===== src/rtl/ks_pkg.sv =====
// Shared constants and helpers for the pipelined Kogge-Stone prefix adder.
package ks_pkg;

    localparam int KS_N_DEFAULT = 16;

    // Distance between combined bit positions at prefix level k (k >= 1).
    function automatic int ks_span(input int k);
        return 1 << (k - 1);
    endfunction

endpackage


===== src/rtl/ks_prefix_cell.sv =====
// Kogge-Stone black cell: merges the (G,P) pair of a span with the adjacent lower span.
module ks_prefix_cell (
    input  logic g_hi,
    input  logic p_hi,
    input  logic g_lo,
    input  logic p_lo,
    output logic g_out,
    output logic p_out
);

    assign g_out = g_hi | (p_hi & g_lo);
    assign p_out = p_hi & p_lo;

endmodule


===== src/rtl/ks_prefix_pipe.sv =====
// Pipelined Kogge-Stone prefix network with sum stage; one register per prefix level,
// whole pipeline advances together under a valid/ready handshake.
module ks_prefix_pipe
    import ks_pkg::*;
#(
    parameter  int N      = KS_N_DEFAULT,
    localparam int LEVELS = $clog2(N)
) (
    input  logic         clk,
    input  logic         rst_n,
    input  logic         in_valid,
    output logic         in_ready,
    input  logic [N-1:0] p,
    input  logic [N-1:0] g,
    input  logic         cin,
    output logic         out_valid,
    input  logic         out_ready,
    output logic [N-1:0] sum,
    output logic         cout
);

    typedef struct packed {
        logic         valid;
        logic [N-1:0] G;
        logic [N-1:0] P;
        logic [N-1:0] p_orig;
        logic         cin;
    } ks_stage_t;

    ks_stage_t stage_q [0:LEVELS];
    ks_stage_t stage_d [0:LEVELS];
    logic      adv;

    assign adv      = ~stage_q[LEVELS].valid | out_ready;
    assign in_ready = adv;

    // S0: fold carry-in into bit 0 so the prefix network never needs it again
    assign stage_d[0] = '{
        valid:  in_valid,
        G:      g | {{(N-1){1'b0}}, p[0] & cin},
        P:      p,
        p_orig: p,
        cin:    cin
    };

    for (genvar k = 1; k <= LEVELS; k++) begin : g_level
        localparam int D = ks_span(k);
        logic [N-1:0] g_nxt;
        logic [N-1:0] p_nxt;

        for (genvar i = 0; i < N; i++) begin : g_bit
            if (i >= D) begin : g_cell
                ks_prefix_cell u_cell (
                    .g_hi  (stage_q[k-1].G[i]),
                    .p_hi  (stage_q[k-1].P[i]),
                    .g_lo  (stage_q[k-1].G[i-D]),
                    .p_lo  (stage_q[k-1].P[i-D]),
                    .g_out (g_nxt[i]),
                    .p_out (p_nxt[i])
                );
            end else begin : g_pass
                assign g_nxt[i] = stage_q[k-1].G[i];
                assign p_nxt[i] = stage_q[k-1].P[i];
            end
        end

        assign stage_d[k] = '{
            valid:  stage_q[k-1].valid,
            G:      g_nxt,
            P:      p_nxt,
            p_orig: stage_q[k-1].p_orig,
            cin:    stage_q[k-1].cin
        };
    end

    // Stage registers: all levels load together or hold together
    always_ff @(posedge clk or negedge rst_n) begin
        if (!rst_n) begin
            for (int k = 0; k <= LEVELS; k++) begin
                stage_q[k] <= '0;
            end
        end else if (adv) begin
            for (int k = 0; k <= LEVELS; k++) begin
                stage_q[k] <= stage_d[k];
            end
        end
    end

    // Output: G[i-1] of the final level is the carry into bit i
    assign out_valid = stage_q[LEVELS].valid;
    assign sum       = stage_q[LEVELS].p_orig ^ {stage_q[LEVELS].G[N-2:0], stage_q[LEVELS].cin};
    assign cout      = stage_q[LEVELS].G[N-1];

endmodule


===== config.mk =====
export PLATFORM = sky130hd
export DESIGN_NAME = ks_prefix_pipe
export DESIGN_NICKNAME = d
export VERILOG_FILES = /design/src/rtl/ks_pkg.sv /design/src/rtl/ks_prefix_cell.sv /design/src/rtl/ks_prefix_pipe.sv
export SDC_FILE = /design/constraint.sdc
export NUM_CORES = 1
export LEC_CHECK = 0
export CELL_PAD_IN_SITES_DETAIL_PLACEMENT = 1
export CELL_PAD_IN_SITES_GLOBAL_PLACEMENT = 2
export CORE_MARGIN = 8
export CORE_UTILIZATION = 30
export DETAILED_ROUTE_END_ITERATION = 8
export PLACE_DENSITY = 0.64
export SETUP_SLACK_MARGIN = 0.5
export SYNTH_ARGS = -nofsm -noshare
export SYNTH_HDL_FRONTEND = slang
export SYNTH_SLANG_ARGS = --single-unit

===== constraint.sdc =====
create_clock -name clk -period 1.82 [get_ports clk]
set_input_delay 0.364 -clock clk [delete_from_list [all_inputs] [get_ports clk]]
set_output_delay 0.364 -clock clk [all_outputs]
set_load 0.02 [all_outputs]

==> out/metrics.yaml, run 1 <==
status: "finished clean"
synth.avg_cell_area_um2: 13.0
layout_commonest_cell: "dfrtp_1"
root_buffer: "clkbuf_16"
drive_above_1_share: 0.259
dr_total_vias: 5428
rows: 60
finalHoldViolCount: 0
setup_viol: 0
place_ws_ps: 111
p_total_uw: 19600
cp_slowest_cell: "dfrtp_2"
finClkSkew_ps: 14.3
grt_pass1_vias: 6062
synth-seq-area-share: 0.620
grt_max_degree: 85
cp_top_family: "flip-flops"
clkSinkCount: 204
via_per_inst: 5.00
cts_tree: "done"
die_h_um: 182
ir_drop_mv: 0.549
fmax_mhz: 593
layout.nets: 765
coreArea_mm2: 0.0270
synth.distinct_cells: 16
syn_area_mm2: 0.00824
wl_met2_um: 11500
crit_chain: "nor2b_4 -> inv_4 -> buf_6"
drt_iter0_markers: 291
crit_arrival_ps: 1320
finalWirelength_um: 24800
globalRouteOverflowTotal: 0
insertedDiodeCount: 0
setup_slack_ps: 134
syn2layout_area_growth_pct: 33.8
clkTransAtPathRegs_ps: 60
highest_layer: "met4"
cts_max_level: 1
wl_met1_um: 12000
first_pass_iters: 4
ys.warnings.count: 0
slew_viol_final: 0
critPathLaunchType: "flop"
grt_antenna_before_repair: 0
synth_nets: 671
grt_setup_unrepaired: "true"
r2r_cells: 5
wire_per_inst_um: 22.9
drv_cap: 0
cp-end-kind: "primary output"
fin_setup_tns_ps: 0
worst_ep_required_time_ps: 1460
fin_util: 0.409
r2r_slack_ps: 140
grtUsageTotal: 0.143
place_inst: 1005
syn_inst: 634
die_x_um: 182
synth-seq-cells: 204
period_needed_ps: 1690
numPortBuffers: 55
hold_class: "in2async"
worstMarginPinSlew_ps: 743
power_density_mw_per_mm2: 1780
drc_errors: 0
num_io_pins: 56
dp_hpwl_um: 13600
clk_latency_ps: 510
initial_core_util: 0.306
gp_congestion: 0.712
cts_buffers: 24
crit_fanout: 3
ys_top_cells_by_area: "dfrtp_1, mux2_1, nand3b_1"
leakage_uw: 0.00483
yosysTopAreaCellShare: 0.620
grt_pass1_wl_um: 37300
dieArea_mm2: 0.0330
finalCritPeriodShare: 0.926
worst-path-stages: 3
ant_nets: 0
synth_top_area_cell: "dfrtp_1"
path_buf_inv: 2
fin_cells: 1085
cts_buffer_depth: 3
crit_path_max_incr_delay_ps: 360
wl_met3_um: 865
mostFrequentLayoutCells: "dfrtp_1, nand3b_1, o21ai_0, mux2_4, a21oi_1"
slew-limit-headroom: 0.504
crit_type: "reg2out"
==> metal layers <==
layer,up-vias,GRT usage
met5,-,0
met3,31,0.0188
li1,2454,-
met1,2835,0.200
met4,0,0.0400
met2,108,0.229
==> logic make-up after synthesis <==
logic type	Yosys count	synth area share
flip-flops	204	0.620
multiplexers	119	0.163
buffers and inverters	41	0.0257
XOR/XNOR	16	0.0170
AO/OA/AOI/OAI	134	0.0814
AND/OR/NAND/NOR	120	0.0936
==> what timing repair did <==
item                                   in CTS  in global routing
endpoints found under the hold margin      40                  0
hold buffers                                1                  0
pin swaps                                  11                  3
setup endpoints to repair                 202                223
setup buffers                              10                  6
gates cloned                               14                  7
resized for setup                         136                 61
==> area by class of cell <==
| cell class | count | area, um2 |
|---|---|---|
| Clock inverter | 9 | 78.8 |
| Timing Repair Buffer | 108 | 1510 |
| Multi-Input combinational cell | 389 | 3220 |
| Fill cell | 2755 | 15900 |
| Inverter | 1 | 6.26 |
| Sequential cell | 204 | 5110 |
| Tap cell | 341 | 427 |
| Clock buffer | 33 | 676 |
==> worst reg2reg max path, stage by stage, from the launching register on <==
cell,delay [ps]
dfrtp_2,360
nor2b_4,260
buf_4,170
buf_12,140
bufbuf_16,290
mux2_1,330
==> stage by stage <==
step	instance area, um2	hold WS [ps]
3_3_place_gp	9250	361
6_report	11000	383
3_5_place_dp	9250	363
5_1_grt	11000	425
4_1_cts	10600	406
2_1_floorplan	8310	68.4
==> sequential cells by signal, indices dropped and copies added (netlist names) <==
name	flops
cout	1
g_level.p_nxt	3
stage_q	115
out_valid	1
stage_d	69
g_level.g_nxt	15
==> path summary, 6_finish.rpt <==
path,from,endpoint
worst max-delay path,out_valid$_DFFE_PN0P_,in_ready
worst min-delay path,rst_n,stage_q[240]$_DFFE_PN0P_
worst max register to register,out_valid$_DFFE_PN0P_,stage_d[114]$_DFFE_PN0P_
worst min register to register,stage_d[149]$_DFFE_PN0P_,stage_d[99]$_DFFE_PN0P_
max in group asynchronous,rst_n,stage_q[13]$_DFFE_PN0P_
min in group clk,in_valid,stage_d[199]$_DFFE_PN0P_
==> cells in the mapped netlist <==
master,count
buf_6,6
inv_2,1
nand2b_1,1
mux2_2,5
nand3b_1,84
xor2_1,16
dfrtp_1,204
buf_1,3
buf_2,7
mux2_1,114
o21ai_0,84
nor2b_1,1
a21oi_1,50
nand2_1,34
clkbuf_1,23
buf_4,1
==> report_power, final <==
| group | total, uW | internal, uW | switching [uW] |
|---|---|---|---|
| registers | 8140 | 6450 | 1690 |
| logic | 6900 | 3820 | 3080 |
| clock network | 4590 | 2730 | 1860 |
Note: power is estimated with default switching activity, not from simulation.
==> inputs of run 2 (changes only) <==
Settings changed: CAP_MARGIN set to 5.
==> results of run 2 <==
Final layout, timing and power as in run 1 (identical DEF).
==> inputs of run 3 (changes only) <==
Settings changed: CTS_CLUSTER_SIZE set to 12.
==> out/metrics.yaml, run 3 (same netlist as run 1, synthesis figures left out) <==
status: "finished clean"
power_switching_uw: 6410  # -3.2%
worst_ep_required_time_ps: 1460  # about the same
cp-end-kind: "primary output"
setup_viol: 0  # unchanged
finalHoldViolCount: 0  # unchanged
grt_max_degree: 85  # unchanged
path_buf_inv: 2  # unchanged
largest_reg_flops: 115  # unchanged
r2r_cells: 5  # unchanged
slew_viol_final: 0  # unchanged
finalWirelength_um: 24200  # -2.7%
clkSinkCount: 204  # unchanged
globalRouteOverflowTotal: 0  # unchanged
register_area_mm2: 0.00511  # unchanged
via_per_inst: 5.02  # +0.30%
clkTransAtPathRegs_ps: 60  # about the same
cts_buffer_depth: 3  # unchanged
crit_arrival_ps: 1300  # -20 ps
gp_congestion: 0.712  # unchanged
num_io_pins: 56  # unchanged
p_comb_frac: 0.320  # -0.032
pwr-share-seq: 0.425  # +0.010
drv_cap: 0  # unchanged
grt_antenna_before_repair: 0  # unchanged
regMostFlops: "stage_q"
fmax_mhz: 600  # +1.1%
worstReg2RegStart: "out_valid$_DFFE_PN0P_"
finalCritPeriodShare: 0.917  # -0.00978
wire_per_inst_um: 22.3  # -2.4%
p_sw_frac: 0.337  # -0.000809
dr_total_vias: 5429  # +0.018%
cp_slowest_cell: "dfrtp_2"
coreArea_mm2: 0.0270  # unchanged
clk_latency_ps: 510  # about the same
grt_pass1_vias: 6052  # -0.16%
syn2layout_area_growth_pct: 30.2
multiInputGateArea_mm2: 0.00298  # -7.5%
setup_slack_ps: 152  # +17.8 ps
hold_class: "in2async"
period_needed_ps: 1670  # -17.8 ps
root_buffer: "clkbuf_16"
dieArea_mm2: 0.0330  # unchanged
crit_path_max_incr_delay_ps: 360  # about the same
finClkSkew_ps: 7.37  # -6.93 ps
worstMarginPinSlew_ps: 762  # +18.9 ps
place_ws_ps: 111  # unchanged
leakage_uw: 0.00453  # -6.3%
first_pass_iters: 5  # +1
initial_core_util: 0.306  # unchanged
dp_hpwl_um: 13600  # unchanged
layout_commonest_cell: "dfrtp_1"
insertedDiodeCount: 0  # unchanged
rows: 60  # unchanged
cts_tree: "done"
grt_setup_unrepaired: "true"
cp_top_family: "flip-flops"
drt_iter0_markers: 290  # -0.34%
fillers: 2758  # +0.11%
cts_max_level: 1  # unchanged
p_int_uw: 12600  # -2.9%
drive_above_1_share: 0.173  # -0.0867
ir_drop_mv: 0.527  # -4.1%
crit_chain: "nor2b_4 -> inv_4 -> buf_6"
numPortBuffers: 55  # unchanged
die_x_um: 182  # unchanged
drc_errors: 0  # unchanged
crit_type: "reg2out"
r2r_end: "stage_q[38]$_DFFE_PN0P_"
slew-limit-headroom: 0.492  # -0.0126
die_h_um: 182  # unchanged
finalHoldWorstSlack_ps: 385  # +2.41 ps
power_density_mw_per_mm2: 1770  # -0.35%
layout.nets: 762  # -0.39%
fin_setup_tns_ps: 0  # unchanged
clockPowerShare: 0.255  # +0.021
ant_nets: 0  # unchanged
r2r_slack_ps: 190  # +50 ps
critPathLaunchType: "flop"
grt_pass1_wl_um: 36800  # -1.3%
grtUsageTotal: 0.141  # -0.00205
crit_fanout: 3  # unchanged
cts_buffers: 24  # unchanged
mostFrequentLayoutCells: "dfrtp_1, mux2_1, nand3b_1, o21ai_0, a21oi_1"
-- run 3: cell count changes in the layout (fill, tap and decap cells not counted), moves of 2 or more --
| cell | delta |
|---|---|
| o21ai_0 | -5 |
| mux2_4 | -62 |
| mux2_1 | +62 |
| clkinvlp_4 | -2 |
| clkbuf_8 | +4 |
| buf_6 | +2 |
| buf_16 | -4 |
| o21ai_1 | +5 |
-- run 3: metal layers --
metal,vias up,part of all wire,wire (um),GRT usage
li1,2442,-,-,-
met1,2837,0.47,11500,0.195
met2,120,0.47,11300,0.228
met3,30,0.039,940,0.0194
met4,0,0.018,439,0.0400
met5,-,0,0,0
-- run 3: final cells by class --
class / count / share of cell area
Multi-Input combinational cell: 389 / 0.278
Clock buffer: 36 / 0.0678
Clock inverter: 6 / 0.00747
Tap cell: 341 / 0.0398
Sequential cell: 204 / 0.476
Inverter: 1 / 0.000583
Timing Repair Buffer: 105 / 0.130
-- run 3: how the worst max path moves through the flow --
stage | start | to | slack, ps | depth (start not counted)
floorplan | out_valid$_DFFE_PN0P_ | stage_d[2]$_DFFE_PN0P_ | 380 | 5
global placement | out_ready | in_ready | 100 | 4
detailed placement | out_ready | in_ready | 110 | 4
CTS | stage_q[33]$_DFFE_PN0P_ | sum[1] | 90 | 2
global route | out_valid$_DFFE_PN0P_ | in_ready | 70 | 3
finish | out_valid$_DFFE_PN0P_ | in_ready | 150 | 3
-- run 3: power by group through the flow --
stage / clock network [uW] / registers [uW] / logic, uW
global route: 5170 / 8360 / 6650
CTS: 4980 / 8100 / 5730
detailed placement: 0 / 8170 / 4940
floorplan: 0 / 7420 / 3290
finish: 4860 / 8090 / 6090
global placement: 0 / 8050 / 4790
-- run 3: timing repair --
action                                  in CTS  in global routing
endpoints found under the hold margin       40                  0
hold buffers                                 1                  0
pin swaps                                   11                  4
resized for setup                          116                 17
cloned                                      10                  8
endpoints found under the setup margin     202                223
setup buffers                               10                  6
-- run 3: per-stage QoR --
stage	power (uW)	cell area, um2	instances	utilization
2_1_floorplan	10700	8310	634	-
3_3_place_gp	12800	9250	1005	0.343
3_5_place_dp	13100	9250	1005	0.343
4_1_cts	18800	10500	1068	0.389
5_1_grt	20200	10700	1082	0.398
6_report	19000	10700	1082	0.398
-- run 3: worst reg2reg max path, delay by kind of cell (launching register included) --
kind                   cells  cell delay (ps)
DFF                        1              400
muxes                      1              340
buffers and inverters      3              620
and+or+nand+nor            1              160
